**config.mk**
```make
export PLATFORM = sky130hd
export DESIGN_NAME = uart2bus_bus_arbiter
export DESIGN_NICKNAME = d
export VERILOG_FILES = /design/src/rtl/uart2bus_pkg.sv /design/src/rtl/uart2bus_rr_picker.sv /design/src/rtl/uart2bus_bus_arbiter.sv
export SDC_FILE = /design/constraint.sdc
export NUM_CORES = 1
export LEC_CHECK = 0
export CAP_MARGIN = 20
export CORE_MARGIN = 4
export CORE_UTILIZATION = 57
export CTS_CLUSTER_SIZE = 10
export DETAILED_ROUTE_END_ITERATION = 10
export DONT_BUFFER_PORTS = 1
export HOLD_SLACK_MARGIN = 0.05
export PLACE_DENSITY = 0.75
export SETUP_SLACK_MARGIN = 0.02
export SYNTH_ARGS = -nofsm -noshare
export SYNTH_HDL_FRONTEND = slang
export SYNTH_HIERARCHICAL = 1
export SYNTH_SLANG_ARGS = --single-unit
```
**constraint.sdc**
```tcl
create_clock -name clock -period 2.1 [get_ports clock]
set_input_delay 0.525 -clock clock [delete_from_list [all_inputs] [get_ports clock]]
set_output_delay 0.525 -clock clock [all_outputs]
set_load 0.02 [all_outputs]
```
**src/rtl/uart2bus_pkg.sv**
```systemverilog
// Shared types, defaults and the round-robin selection function for the uart2bus
// register-bus arbiter.
package uart2bus_pkg;

  typedef logic [1:0] arb_state_e;

  localparam arb_state_e IDLE   = 2'd0;
  localparam arb_state_e GRANT  = 2'd1;
  localparam arb_state_e REVOKE = 2'd2;

  localparam int unsigned DEF_ADDR_W  = 16;
  localparam int unsigned DEF_DATA_W  = 8;
  localparam int unsigned MAX_MASTERS = 8;

  // First requester at or after ptr, wrapping modulo n; returns ptr when nobody requests.
  function automatic logic [2:0] rr_pick(input logic [7:0] req, input logic [2:0] ptr,
                                         input int unsigned n);
    logic        found;
    logic [2:0]  sel;
    int unsigned idx;
    found = 1'b0;
    sel   = ptr;
    for (int unsigned k = 0; k < MAX_MASTERS; k++) begin
      idx = 32'(ptr) + k;
      if (idx >= n) idx = idx - n;
      if (!found && k < n && req[idx[2:0]]) begin
        sel   = idx[2:0];
        found = 1'b1;
      end
    end
    return sel;
  endfunction

endpackage

```
**src/rtl/uart2bus_rr_picker.sv**
```systemverilog
// Combinational round-robin priority encoder: picks the first active request at or
// after ptr.
module uart2bus_rr_picker
  import uart2bus_pkg::*;
#(
  parameter int unsigned NUM_MASTERS = 2
) (
  input  logic [NUM_MASTERS-1:0] req,
  input  logic [2:0]             ptr,
  output logic [2:0]             sel,
  output logic                   any
);

  logic [7:0] req_ext;

  always_comb begin
    req_ext                = '0;
    req_ext[NUM_MASTERS-1:0] = req;
  end

  assign sel = rr_pick(req_ext, ptr, NUM_MASTERS);
  assign any = |req;

endmodule

```
**src/rtl/uart2bus_bus_arbiter.sv**
```systemverilog
// Round-robin arbiter sharing the internal register bus between NUM_MASTERS requesters,
// with a watchdog that revokes grants held too long.
module uart2bus_bus_arbiter
  import uart2bus_pkg::*;
#(
  parameter int unsigned NUM_MASTERS    = 2,
  parameter int unsigned ADDR_W         = DEF_ADDR_W,
  parameter int unsigned DATA_W         = DEF_DATA_W,
  parameter int unsigned TIMEOUT_CYCLES = 1024
) (
  input  logic                          clock,
  input  logic                          reset,
  input  logic [NUM_MASTERS-1:0]        m_req,
  output logic [NUM_MASTERS-1:0]        m_gnt,
  input  logic [NUM_MASTERS*ADDR_W-1:0] m_address,
  input  logic [NUM_MASTERS*DATA_W-1:0] m_wr_data,
  input  logic [NUM_MASTERS-1:0]        m_write,
  input  logic [NUM_MASTERS-1:0]        m_read,
  output logic [DATA_W-1:0]             m_rd_data,
  output logic [ADDR_W-1:0]             s_address,
  output logic [DATA_W-1:0]             s_wr_data,
  output logic                          s_write,
  output logic                          s_read,
  input  logic [DATA_W-1:0]             s_rd_data,
  output logic [2:0]                    owner_id,
  output logic                          busy,
  output logic                          timeout_err,
  output logic                          proto_err
);

  localparam int unsigned WD_W = $clog2(TIMEOUT_CYCLES) + 1;
  localparam logic [WD_W-1:0] WD_LAST = WD_W'(TIMEOUT_CYCLES - 1);

  arb_state_e       state;
  logic [2:0]       owner;
  logic [2:0]       rr_ptr;
  logic [2:0]       next_ptr;
  logic [2:0]       pick_sel;
  logic             pick_any;
  logic             owner_req;
  logic             own_write;
  logic             own_read;
  logic [WD_W-1:0]  watchdog;

  uart2bus_rr_picker #(
    .NUM_MASTERS(NUM_MASTERS)
  ) u_picker (
    .req(m_req),
    .ptr(rr_ptr),
    .sel(pick_sel),
    .any(pick_any)
  );

  assign next_ptr  = (owner == 3'(NUM_MASTERS - 1)) ? 3'd0 : owner + 3'd1;
  assign busy      = (state == GRANT);
  assign owner_id  = owner;
  assign m_rd_data = s_rd_data;

  always_ff @(posedge clock) begin
    if (!reset) begin
      state       <= IDLE;
      m_gnt       <= '0;
      owner       <= '0;
      rr_ptr      <= '0;
      watchdog    <= '0;
      timeout_err <= 1'b0;
    end else begin
      timeout_err <= 1'b0;
      case (state)
        IDLE: begin
          if (pick_any) begin
            state    <= GRANT;
            owner    <= pick_sel;
            m_gnt    <= NUM_MASTERS'(1) << pick_sel;
            watchdog <= '0;
          end
        end
        GRANT: begin
          if (!owner_req) begin
            m_gnt  <= '0;
            rr_ptr <= next_ptr;
            state  <= IDLE;
          end else if (watchdog == WD_LAST) begin
            m_gnt       <= '0;
            timeout_err <= 1'b1;
            rr_ptr      <= next_ptr;
            state       <= REVOKE;
          end else if (watchdog != '1) begin
            watchdog <= watchdog + 1'b1;
          end
        end
        REVOKE: begin
          // Everyone stays blocked until the revoked master lets go.
          if (!owner_req) state <= IDLE;
        end
        default: state <= IDLE;
      endcase
    end
  end

  always_comb begin
    owner_req = 1'b0;
    own_write = 1'b0;
    own_read  = 1'b0;
    s_address = '0;
    s_wr_data = '0;
    for (int i = 0; i < NUM_MASTERS; i++) begin
      if (owner == 3'(i)) begin
        owner_req = m_req[i];
        own_write = m_write[i];
        own_read  = m_read[i];
        if (busy) begin
          s_address = m_address[i*ADDR_W +: ADDR_W];
          s_wr_data = m_wr_data[i*DATA_W +: DATA_W];
        end
      end
    end
    // Write wins when the owner drives both strobes.
    s_write   = busy & own_write;
    s_read    = busy & own_read & ~own_write;
    proto_err = busy & own_write & own_read;
  end

  a_gnt_onehot0 : assert property (@(posedge clock) disable iff (!reset) $onehot0(m_gnt));

endmodule
```
==> After elaboration in Yosys (flattened, before gate mapping) <==
Index checks and enable logic that the tools add are counted.
{ "op_classes": {"add_sub_neg": 5, "magnitude_cmp": 4, "n_eq_ne": 12, "shifts": 1, "mux": 41, "bitwise": 5, "n_reduce_logical": 12} }
{ "op_table": {"columns": ["op", "n"], "rows": [
  ["16-bit 2-to-1 mux", 4],
  ["11-bit 2-to-1 mux", 4],
  ["8-bit 2-to-1 mux", 4],
  ["11-bit one-hot mux with 2 select lines", 1],
  ["3-bit 2-to-1 mux", 7],
  ["2-bit 2-to-1 mux", 7],
  ["11-bit by 1-bit adder with 11-bit output, second input constant", 1],
  ["11-bit by 10-bit == test with 1-bit output, second input constant", 1],
  ["11-bit != test, second input constant", 1],
  ["1-bit 2-to-1 mux", 10],
  ["3-bit AND reduction", 3],
  ["3-bit by 4-bit less-than comparator with 1-bit output, second input constant", 2],
  ["1-bit binary-select mux with 3-bit select", 2],
  ["2-bit by 1-bit != test with 1-bit output, second input constant", 3],
  ["2-bit != test, second input constant", 3],
  ["2-bit one-hot mux with 3 select lines", 1],
  ["3-bit by 2-bit subtractor with 3-bit output, second input constant", 2],
  ["5-bit AND reduction", 1],
  ["3-bit by 1-bit adder with 4-bit output, second input constant", 1],
  ["1-bit bitwise AND", 4],
  ["4-bit by 2-bit >= comparator with 1-bit output, second input constant", 1],
  ["2-bit one-hot mux with 2 select lines", 1],
  ["2-bit AND reduction", 2],
  ["3-bit by 1-bit adder with 3-bit output, second input constant", 1],
  ["13 further kinds", 13]
]} }
{ "totals": {"register_bits": 22, "out_inout_bits": 42, "word_cells": 86} }

==> Depth between registers and ports, before layout <==
{ "depth": {"word_depth": 11, "ltp_mapped": 9, "mapped_depth_nobuf": 9} }

==> Cells and area by module <==
Netlist, hierarchy kept.
{ "modules_own_cells": {"columns": ["mod", "n_inst", "cells_each", "area_per_inst_um2"], "rows": [
  ["uart2bus_bus_arbiter", 1, 189, 1471.4],
  ["uart2bus_rr_picker", 1, 23, 188.9]
]} }

==> Least setup slack after synthesis <==
Ideal clock, no wire load.
{ "synth_path": {"kind": "register to output", "from": "register owner[0], in the netlist owner_id[0]", "to": "output s_address[0]", "arrival_ns": 1.876, "setup_slack_ns": -0.301, "stages_incl_launch_ff": 6, "n_path_buf": 2, "cell_sequence": "dfxtp_1 > buf_6 > nor3b_1 > clkbuf_1 > a22oi_1 > nor2_1"} }
{ "synth_via": {"elab_chain_len": 4, "word_cells_on_any_way": 5} }
{ "synth_lines": {"columns": ["item", "line_no", "rtl"], "rows": [
  ["from (decl)", "uart2bus_bus_arbiter.sv:35", "logic [2:0] owner;"],
  ["from (signal assigned)", "uart2bus_bus_arbiter.sv:73", "owner <= pick_sel;"],
  ["3-bit zero test", "uart2bus_bus_arbiter.sv:108", "if (owner == 3'(i)) begin"],
  ["16-bit 2-to-1 mux", "uart2bus_bus_arbiter.sv:108", null],
  ["16-bit 2-to-1 mux", "uart2bus_bus_arbiter.sv:112", "if (busy) begin"],
  ["16-bit 2-to-1 mux *", "uart2bus_bus_arbiter.sv:108", null],
  ["to (decl)", "uart2bus_bus_arbiter.sv:20", "output logic [ADDR_W-1:0] s_address,"]
]} }
Mark *: on every way between the ends. The rest lies on a longest branch, timed or not.

==> Final worst setup path <==
{ "layout_path": {"from": "register owner[2], in the netlist owner_id[2]", "to": "output s_address[15]"} }
Same word-level chain as after synthesis.

==> impl_metrics.json <==
{
  "crit_fanout": 9,
  "tns_ps": -263,
  "floorplan.io_pins": 106,
  "finish.cell_count_without_fillers": 255,
  "syn-instance-count": 212,
  "maximum_number_of_pins_on_one_net_before_global_route_repair": 27,
  "most-common-layout-cells": "22 x buf_4, 20 x a22oi_1, 18 x nand2_1, 17 x nor2_2, 17 x dfxtp_1",
  "post-route-worst-setup-slack_ps": -66.1,
  "setup_repair_after_global_routing_missed_its_margin": "true",
  "ys_async_sr_fraction": 0,
  "synth_top_cell_by_area": "dfxtp_1",
  "switching_part_of_the_total_power": 0.335,
  "final_antenna_net_count": 0,
  "avgViaCountPerCell": 6.55,
  "overflow": 0,
  "clk_root_buffer_cell": "clkbuf_4",
  "synth.cell_area_um2": 1660,
  "count_of_pins_over_their_slew_limit": 0,
  "avgRoutedWirePerCell_um": 19.7,
  "hold_path_class": "in -> reg",
  "share_comb_of_total_power": 0.340,
  "critical_path.reg2reg.endpoint": "m_gnt[1]",
  "core-area_um2": 2780,
  "multiInputGateArea_um2": 1220,
  "post-place-cells": 243,
  "cts-root-to-sink-buffers": 2,
  "maxClockFrequency_ghz": 0.462,
  "diodes": 0,
  "drt-total-wl_um": 5010,
  "die_width_um": 62.0,
  "synth_sequential_area_ratio": 0.265,
  "post-synth-top-area-fraction": 0.265,
  "setup-violations-final": 7,
  "register_area_um2": 457,
  "r2r-start": "rr_ptr[1]",
  "synthesis.yosys.warnings": 6,
  "port_buffers": 0,
  "die_area_um2": 3840,
  "sequentialPowerShare": 0.378,
  "drv_cap": 0,
  "final_min_period_over_clock_period": 1.03,
  "run_status": "complete, but fails checks",
  "vdd.ir_drop.worst_mv": 0.488,
  "grt_use_total": 0.218,
  "drc": 0,
  "dr.pass1.iters": 5,
  "finalHoldViolCount": 0,
  "synth_nets": 282,
  "worst_hold_path.num_cells": 1,
  "drt_iter0_drc": 100,
  "cts.sink_count": 22,
  "detailedPlacementHpwl_um": 3520,
  "synth-seq-cells": 22,
  "num-fill-cells": 204,
  "synth-edff-count": 0,
  "ff2ff_path_depth": 9,
  "clk_transition_reported_paths_ps": 120,
  "power.leakage_nw": 0.845,
  "antenna_found_initial": 0,
  "cts_tree": "built",
  "htree_num_levels": 1,
  "grt_first_pass_wirelength_um": 6280,
  "ys.flop_type": "dfxtp_1",
  "worst_skew_pair.late_latency_ps": 320,
  "top_post_synthesis_cells_by_area": "dfxtp_1 27%, a22oi_1 11%, nor2_1 7.7%",
  "finClkSkew_ps": 3.13,
  "floorplan.initialDensity": 0.597,
  "via_count": 1670,
  "critical_path_end_type": "output port",
  "power_frac_clock": 0.281,
  "worst-setup-path-type": "reg -> out",
  "power.density_cell_area_nw_per_um2": 576,
  "vias_in_the_first_global_route": 1450,
  "crit_path_start_kind": "register",
  "nets": 295,
  "final_layout_size_suffix_gt1_frac": 0.344,
  "rows": 19,
  "gp_congestion": 0.850,
  "synth_to_final_area_change_pct": 23.3,
  "power_consumption_mw": 1.18,
  "tightest_slew_ps": 458,
  "worst_hold_startpoint": "reset",
  "internal-power_mw": 0.784,
  "dieHeight_um": 62.0,
  "final_period_minus_worst_setup_slack_ps": 2170,
  "critical_path_arrival_ps": 1640,
  "timing.slew.headroom": 0.693,
  "violations_in_the_final_reports": "setup timing",
  "per_instance_average_area_after_synthesis_um2": 7.83,
  "synth.lib_cells_used.distinct": 46,
  "min_delay_worst_endpoint": "rr_ptr[0]",
  "rrSetupSlack_ps": 110,
  "mostFrequentLayoutCell": "buf_4",
  "net_switching_component_of_the_power_mw": 0.395,
  "clock_buffer_count_from_cts": 3,
  "critical_path_required_ps": 1570
}
==> layer usage <==
layer | global-route usage | wire length (um) | vias to the layer above
li1 | - | - | 787
met1 | 0.250 | 1830 | 781
met2 | 0.398 | 2680 | 93
met3 | 0.0393 | 424 | 9
met4 | 0.0788 | 72 | 0
met5 | 0 | 0 | -
==> synth_stat cells (2+ instances only) <==
cell,instances
inv_1,4
and2_1,6
a21oi_1,6
nor3b_1,3
ha_1,6
a21boi_0,5
a211o_1,2
nand2_1,18
nor2b_1,3
xor2_1,4
a22oi_1,25
xnor2_1,2
nor2_1,34
or4_1,2
nand3_1,2
mux2i_1,9
and3_1,4
nand4_1,4
dfxtp_1,22
clkbuf_1,8
buf_2,3
nand2b_1,2
and4_1,2
buf_4,8
or3_1,3
o21ai_0,5
==> metrics by stage <==
step / hold WS [ps] / area, um2 / util / setup slack, ps
global route: 298 / 2050 / 0.736 / -139
floorplan: 455 / 1720 / - / 39.9
finish: 309 / 2050 / 0.736 / -66.1
CTS: 304 / 1970 / 0.707 / -16.4
detailed placement: 490 / 1820 / 0.654 / 54.9
global placement: 477 / 1820 / 0.654 / 170
==> logic make-up (layout without fill, tap and decap cells) <==
| logic type | count (synthesis) | count (layout) | synth area share |
|---|---|---|---|
| flip-flops | 22 | 22 | 0.265 |
| buffers and inverters | 24 | 36 | 0.0791 |
| multiplexers | 9 | 9 | 0.0543 |
| XOR/XNOR | 6 | 6 | 0.0317 |
| AND/OR/NAND/NOR | 91 | 91 | 0.288 |
| AO/OA/AOI/OAI | 54 | 54 | 0.237 |
| adder cells (fa/ha/maj) | 6 | 6 | 0.0452 |
==> power by group through the flow <==
stage | logic, mW | registers (mW) | clock network (mW)
4_1_cts | 0.369 | 0.449 | 0.338
3_3_place_gp | 0.327 | 0.458 | 0
5_1_grt | 0.428 | 0.449 | 0.356
6_report | 0.401 | 0.446 | 0.332
3_5_place_dp | 0.338 | 0.459 | 0
2_1_floorplan | 0.279 | 0.456 | 0
==> worst max-delay path, cell delays in order (launching register included) <==
cell and delay, ps:
dfxtp_4 400, nor3b_4 290, buf_12 160, buf_4 130, a22oi_1 90, nor2_1 110, buf_4 150
==> cell type report <==
cell class	instances	area share
well taps	31	0.0189
flip-flops and latches	22	0.223
multi-input cells	166	0.596
inverters	4	0.00733
repair buffers	28	0.129
clock buffers	3	0.0110
clock inverters	1	0.0147
==> sequential cells by signal, indices dropped and copies added, names as in the netlist <==
name         flops
watchdog        11
owner_id         3
rr_ptr           3
m_gnt            2
state            2
timeout_err      1
==> repair_timing <==
| item | CTS | global route |
|---|---|---|
| setup endpoints to repair | 29 | 23 |
| resized for setup | 16 | 13 |
| gates cloned | 1 | 2 |
| hold buffers | 0 | 0 |
| buffers inserted | 3 | 3 |
| pin swaps | 2 | 6 |
==> how the worst max path moves through the flow <==
| stage | from | cells past startpoint | to | slack (ps) |
|---|---|---|---|---|
| 2_1_floorplan | owner_id[2] | 5 | s_address[0] | 40 |
| 6_report | owner_id[2] | 6 | s_address[15] | -70 |
| 5_1_grt | owner_id[2] | 6 | proto_err | -140 |
| 3_3_place_gp | rr_ptr[1] | 9 | m_gnt[0] | 170 |
| 3_5_place_dp | rr_ptr[1] | 9 | m_gnt[0] | 50 |
| 4_1_cts | owner_id[1] | 6 | proto_err | -20 |
No activity file was read; power rests on OpenSTA's default activity.
